### src/rtl/rv32i_pkg.sv
// Shared RV32I register-file constants and the writeback requester encoding.
package rv32i_pkg;

  localparam int unsigned XLEN = 32;
  localparam int unsigned NREG = 32;
  localparam int unsigned AW   = 5;

  typedef enum logic {
    REQ_ALU = 1'b0,
    REQ_LSU = 1'b1
  } req_e;

endpackage

### src/rtl/wb_rr_arb.sv
// Two-input round-robin arbiter for the shared RegFile write port.
module wb_rr_arb
  import rv32i_pkg::*;
(
  input  logic alu_valid,
  input  logic lsu_valid,
  input  req_e ptr,
  output logic alu_gnt,
  output logic lsu_gnt,
  output req_e ptr_nxt
);

  always_comb begin
    alu_gnt = 1'b0;
    lsu_gnt = 1'b0;
    ptr_nxt = ptr;
    if (alu_valid && lsu_valid) begin
      // Contention: pointer side wins, pointer moves to the loser.
      if (ptr == REQ_ALU) begin
        alu_gnt = 1'b1;
        ptr_nxt = REQ_LSU;
      end else begin
        lsu_gnt = 1'b1;
        ptr_nxt = REQ_ALU;
      end
    end else begin
      alu_gnt = alu_valid;
      lsu_gnt = lsu_valid;
    end
  end

endmodule

### src/rtl/regfile_wb_sched.sv
// Writeback scheduler: arbitrates ALU/LSU onto the single RegFile write port
// and tracks pending destination writes for RAW/WAW hazard detection.
module regfile_wb_sched
  import rv32i_pkg::req_e, rv32i_pkg::REQ_ALU, rv32i_pkg::REQ_LSU;
#(
  parameter int unsigned XLEN = rv32i_pkg::XLEN,
  parameter int unsigned NREG = rv32i_pkg::NREG,
  parameter int unsigned AW   = rv32i_pkg::AW
) (
  input  logic            clk,
  input  logic            reset,
  input  logic            iss_valid,
  input  logic [AW-1:0]   iss_rd,
  output logic            iss_ready,
  input  logic [AW-1:0]   rs1_addr,
  input  logic [AW-1:0]   rs2_addr,
  output logic            raw_hazard,
  input  logic            alu_valid,
  input  logic [AW-1:0]   alu_rd,
  input  logic [XLEN-1:0] alu_data,
  output logic            alu_ready,
  input  logic            lsu_valid,
  input  logic [AW-1:0]   lsu_rd,
  input  logic [XLEN-1:0] lsu_data,
  output logic            lsu_ready,
  output logic            wr_en,
  output logic [31:0]     WriteAddr,
  output logic [XLEN-1:0] WriteData,
  output logic            wb_err
);

  logic [NREG-1:0] busy;
  logic [NREG-1:0] busy_nxt;
  req_e            ptr;
  req_e            ptr_nxt;
  logic            alu_gnt;
  logic            lsu_gnt;
  logic            g_valid;
  logic [AW-1:0]   g_rd;
  logic [XLEN-1:0] g_data;
  logic            g_wr;
  logic            iss_fire;

  wb_rr_arb u_arb (
    .alu_valid (alu_valid),
    .lsu_valid (lsu_valid),
    .ptr       (ptr),
    .alu_gnt   (alu_gnt),
    .lsu_gnt   (lsu_gnt),
    .ptr_nxt   (ptr_nxt)
  );

  assign alu_ready = alu_gnt;
  assign lsu_ready = lsu_gnt;

  assign g_valid = alu_gnt | lsu_gnt;
  assign g_rd    = alu_gnt ? alu_rd   : lsu_rd;
  assign g_data  = alu_gnt ? alu_data : lsu_data;
  assign g_wr    = g_valid && (g_rd != '0);

  // Hazard outputs look only at registered busy: no bypass from this cycle's grant.
  assign iss_ready  = (iss_rd == '0) || !busy[iss_rd];
  assign raw_hazard = ((rs1_addr != '0) && busy[rs1_addr]) ||
                      ((rs2_addr != '0) && busy[rs2_addr]);
  assign iss_fire   = iss_valid && iss_ready && (iss_rd != '0);

  // Clear first, then set, so a same-edge issue to the written register stays busy.
  always_comb begin
    busy_nxt = busy;
    if (g_wr) begin
      busy_nxt[g_rd] = 1'b0;
    end
    if (iss_fire) begin
      busy_nxt[iss_rd] = 1'b1;
    end
    busy_nxt[0] = 1'b0;
  end

  always_ff @(posedge clk or negedge reset) begin
    if (!reset) begin
      busy      <= '0;
      ptr       <= REQ_ALU;
      wr_en     <= 1'b0;
      WriteAddr <= '0;
      WriteData <= '0;
      wb_err    <= 1'b0;
    end else begin
      busy  <= busy_nxt;
      ptr   <= ptr_nxt;
      wr_en <= g_wr;
      if (g_wr) begin
        WriteAddr <= {{(32-AW){1'b0}}, g_rd};
        WriteData <= g_data;
        if (!busy[g_rd]) begin
          wb_err <= 1'b1;
        end
      end
    end
  end

endmodule

### config.mk
export PLATFORM = sky130hd
export DESIGN_NAME = regfile_wb_sched
export DESIGN_NICKNAME = d
export VERILOG_FILES = /design/src/rtl/rv32i_pkg.sv /design/src/rtl/wb_rr_arb.sv /design/src/rtl/regfile_wb_sched.sv
export SDC_FILE = /design/constraint.sdc
export NUM_CORES = 1
export LEC_CHECK = 0
export ABC_AREA = 0
export CORE_MARGIN = 2
export CORE_UTILIZATION = 45
export CTS_CLUSTER_DIAMETER = 100
export DETAILED_ROUTE_END_ITERATION = 12
export MAX_ROUTING_LAYER = met4
export PLACE_DENSITY = 0.8
export SLEW_MARGIN = 20
export SYNTH_ARGS = -nofsm -noshare
export SYNTH_HDL_FRONTEND = slang
export SYNTH_SLANG_ARGS = --single-unit
### constraint.sdc
create_clock -name clk -period 3 [get_ports clk]
set_input_delay 0.45 -clock clk [delete_from_list [all_inputs] [get_ports clk]]
set_output_delay 0.45 -clock clk [all_outputs]
set_load 0.01 [all_outputs]
==> results.py <==
metrics = {
    "setup_path": {
        "path_common_cell": "mux4_2",
        "r2r_end": "busy[4]$_DFF_PN0_",
        "worst-setup-path-type": "input port to output pin",
        "path_max_fanout": 5,
        "critPathRequiredTime_ns": 2.55,
        "path_cells": "clkdlybuf4s50_1, buf_4, mux4_2, mux4_2, nand2_1, o211ai_1, clkdlybuf4s15_1",
        "startpoint_type": "input port",
        "end_kind": "output pin",
        "cp_slowest_cell": "mux4_2",
        "reg2reg_depth": 6,
        "cpPeakStageDelay_ns": 0.52,
        "reg2reg_from": "busy[14]$_DFF_PN0_",
        "worstPathArrival_ns": 2.45,
        "regToRegSetupSlack_ns": 0.72,
    },
    "synth": {
        "synth_most_common_cell": "o21ai_0",
        "syn-instance-count": 453,
        "synth_compound_area_share_pct": 15.6,
        "avgSynthCellArea_sq_um": 10.3,
        "synth_xor_xnor_area_share_pct": 0.187,
        "yosysSeqAreaShare_pct": 38.0,
        "synthTopCellsByArea": "dfrtp_1 (38%), mux4_2 (13%), o21ai_0 (11%)",
        "synth.top_cell.area_share_pct": 38.0,
        "synthAdderAreaFrac_pct": 0,
        "muxShareOfSynthArea_pct": 26.5,
        "synth_top_family_by_area": "multiplexers",
        "ys_types": 47,
        "synthSimpleGateAreaFrac_pct": 10.6,
        "synth_largest_area_cell": "dfrtp_1",
        "netlist_area_sq_um": 4680,
        "synthTopCellsByCount": "o21ai_0 (103), dfrtp_1 (71), nand2_1 (54), mux2i_1 (50), buf_4 (28)",
        "synth_warnings": 0,
        "synth_edf_count": 0,
        "async_flop_share_pct": 100,
        "ys.flop_type": "dfrtp_1",
        "ys_seq_elements": 71,
    },
    "route": {
        "viasPerCell": 5.67,
        "antenna_left": 0,
        "drc_errors": 0,
        "wire_per_inst_microns": 19.1,
        "num_vias": 4258,
        "routed_wl_microns": 14400,
        "drtPass1Iterations": 5,
        "drt_iter0_markers": 329,
    },
    "die": {
        "rows": 37,
        "die_y_microns": 106,
        "ios": 164,
        "start_util_pct": 45.8,
        "dieWidth_microns": 106,
        "die_area_sq_um": 11200,
        "core_sq_um": 10200,
    },
    "layout": {
        "drive_above_1_share_pct": 15.8,
        "diodes": 0,
        "area_growth_pct": 37.3,
        "final_core_util_pct": 62.8,
        "fin_area_sq_um": 6420,
        "fin_nets": 705,
    },
    "sta": {
        "setup_ws_ns": 0.0994,
        "worst_pin_slew_ns": 0.882,
        "slew_viol_final": 0,
        "hold_violations": 0,
        "setup_viol_count_final": 0,
        "rsz0062_at_grt": "no",
        "period_needed_ns": 2.90,
        "fin_tns_setup_ns": 0,
        "slew_headroom_pct": 41.2,
        "clock_skew_ns": 0.0109,
        "post-route-period-util_pct": 96.7,
        "fmax_mhz": 345,
    },
    "pwr": {
        "ir_worst_vdd_v": 0.000280,
        "power_density_nw_per_um2": 607,
        "p_leak_uw": 0.00270,
    },
    "grt": {
        "gr-total-overflow": 0,
        "antenna_found_initial": 0,
        "grt_pass1_vias": 4124,
        "grt_pass1_wl_microns": 22400,
        "grt_max_degree": 51,
        "track_usage_pct": 27.1,
    },
    "placement": {
        "port_buffers": 136,
        "place_ws_ns": -0.317,
        "dpl_cell_area_sq_um": 6240,
        "gp_congestion": 1.06,
        "place_hpwl_microns": 11000,
    },
    "run_status": {
        "status": "complete, no violations",
    },
    "clock_tree": {
        "cts-root-buf": "clkbuf_8",
        "cts_hold_buf": 0,
        "cts_tree": "built",
        "cts_made_buffers": 9,
        "clockBufferDepth": 2,
        "clk_pin_slew_ns": 0.08,
        "htreeDepth": 3,
        "clock_latency_ns": 0.35,
        "clkSinkCount": 71,
    },
    "worst_hold_path": {
        "min_path_type": "input port to async pin",
    },
    "run": {
        "maxCapViolations": 0,
    },
}
==> per-stage QoR <==
step	hold slack (ns)	power, uW	cells
floorplan	0.154	2350	479
detailed placement	0.459	3140	736
CTS	0.231	3880	751
global placement	0.456	3070	736
global route	0.287	4080	751
finish	0.217	3900	751
==> layer usage <==
layer  routed length [microns]  up-vias  share of wire (%)  global-route usage, %
met5                         0        -                  0                      -
met4                       557        0                3.9                   13.3
met3                      1180       58                8.2                   5.09
met2                      7210      234                 50                   43.9
met1                      5420     2024                 38                   32.6
li1                          -     1942                  -                      -
==> worst max-delay path: cells and delay by family <==
kind / cells / cell delay, ns
buffers and inverters: 3 / 0.85
AO/OA/AOI/OAI: 1 / 0.08
multiplexers: 2 / 0.99
AND/OR/NAND/NOR: 1 / 0.08
==> registers in the layout, indices dropped and copies added, names as in the netlist <==
register and cells:
WriteData 32, busy 31, WriteAddr 5, ptr 1, wb_err 1, wr_en 1
==> how the worst max path moves through the flow <==
stage / start / slack [ns] / cells after the start / to
after floorplan: rs1_addr[0] / 0.42 / 5 / raw_hazard
after global placement: rs1_addr[0] / -0.29 / 7 / raw_hazard
after detailed placement: rs1_addr[0] / -0.32 / 7 / raw_hazard
after CTS: rs2_addr[0] / 0.04 / 7 / raw_hazard
after global routing: rs2_addr[0] / 0.00008 / 7 / raw_hazard
final: rs2_addr[0] / 0.1 / 7 / raw_hazard
==> power by group <==
part	switching [uW]	internal, uW
clock	369	381
sequential	373	1210
combinational	691	878
==> timing repair <==
action / in CTS / in global routing
buffers inserted: 0 / 0
resized for setup: 4 / 5
pin swaps: 0 / 1
setup endpoints to repair: 2 / 2
==> kinds of logic (layout without fill, tap and decap cells) <==
logic type,Yosys count,count (layout)
mux,86,86
xor+xnor,1,1
compound gates,131,131
simple gates,102,102
buf+inv,61,197
flops,71,71
other cells,1,27
==> placed cells by master (no fill, tap or decap), drive strengths merged, types with 2 or more instances in the layout <==
cell	count
buf	39
dfrtp	71
mux4	28
or3	2
mux2i	52
nor3	5
o22ai	5
clkinvlp	2
clkbuf	11
or3b	2
nand2b	4
conb	27
a2111oi	4
nand2	54
nor2	11
nor2b	4
clkdlybuf4s50	132
o21ai	105
or4	3
nand3b	9
inv	9
a31oi	5
a21o	2
nand3	4
mux2	6
a21boi	2
==> final cells by class <==
type                            count  area, sq um
Tap cell                          136          170
Inverter                            8         37.5
Clock inverter                      5         58.8
Timing Repair Buffer              174         1660
Fill cell                         840         3810
Sequential cell                    71         1780
Clock buffer                       10          128
Multi-Input combinational cell    347         2590
No activity file was read; power rests on OpenSTA's default activity.
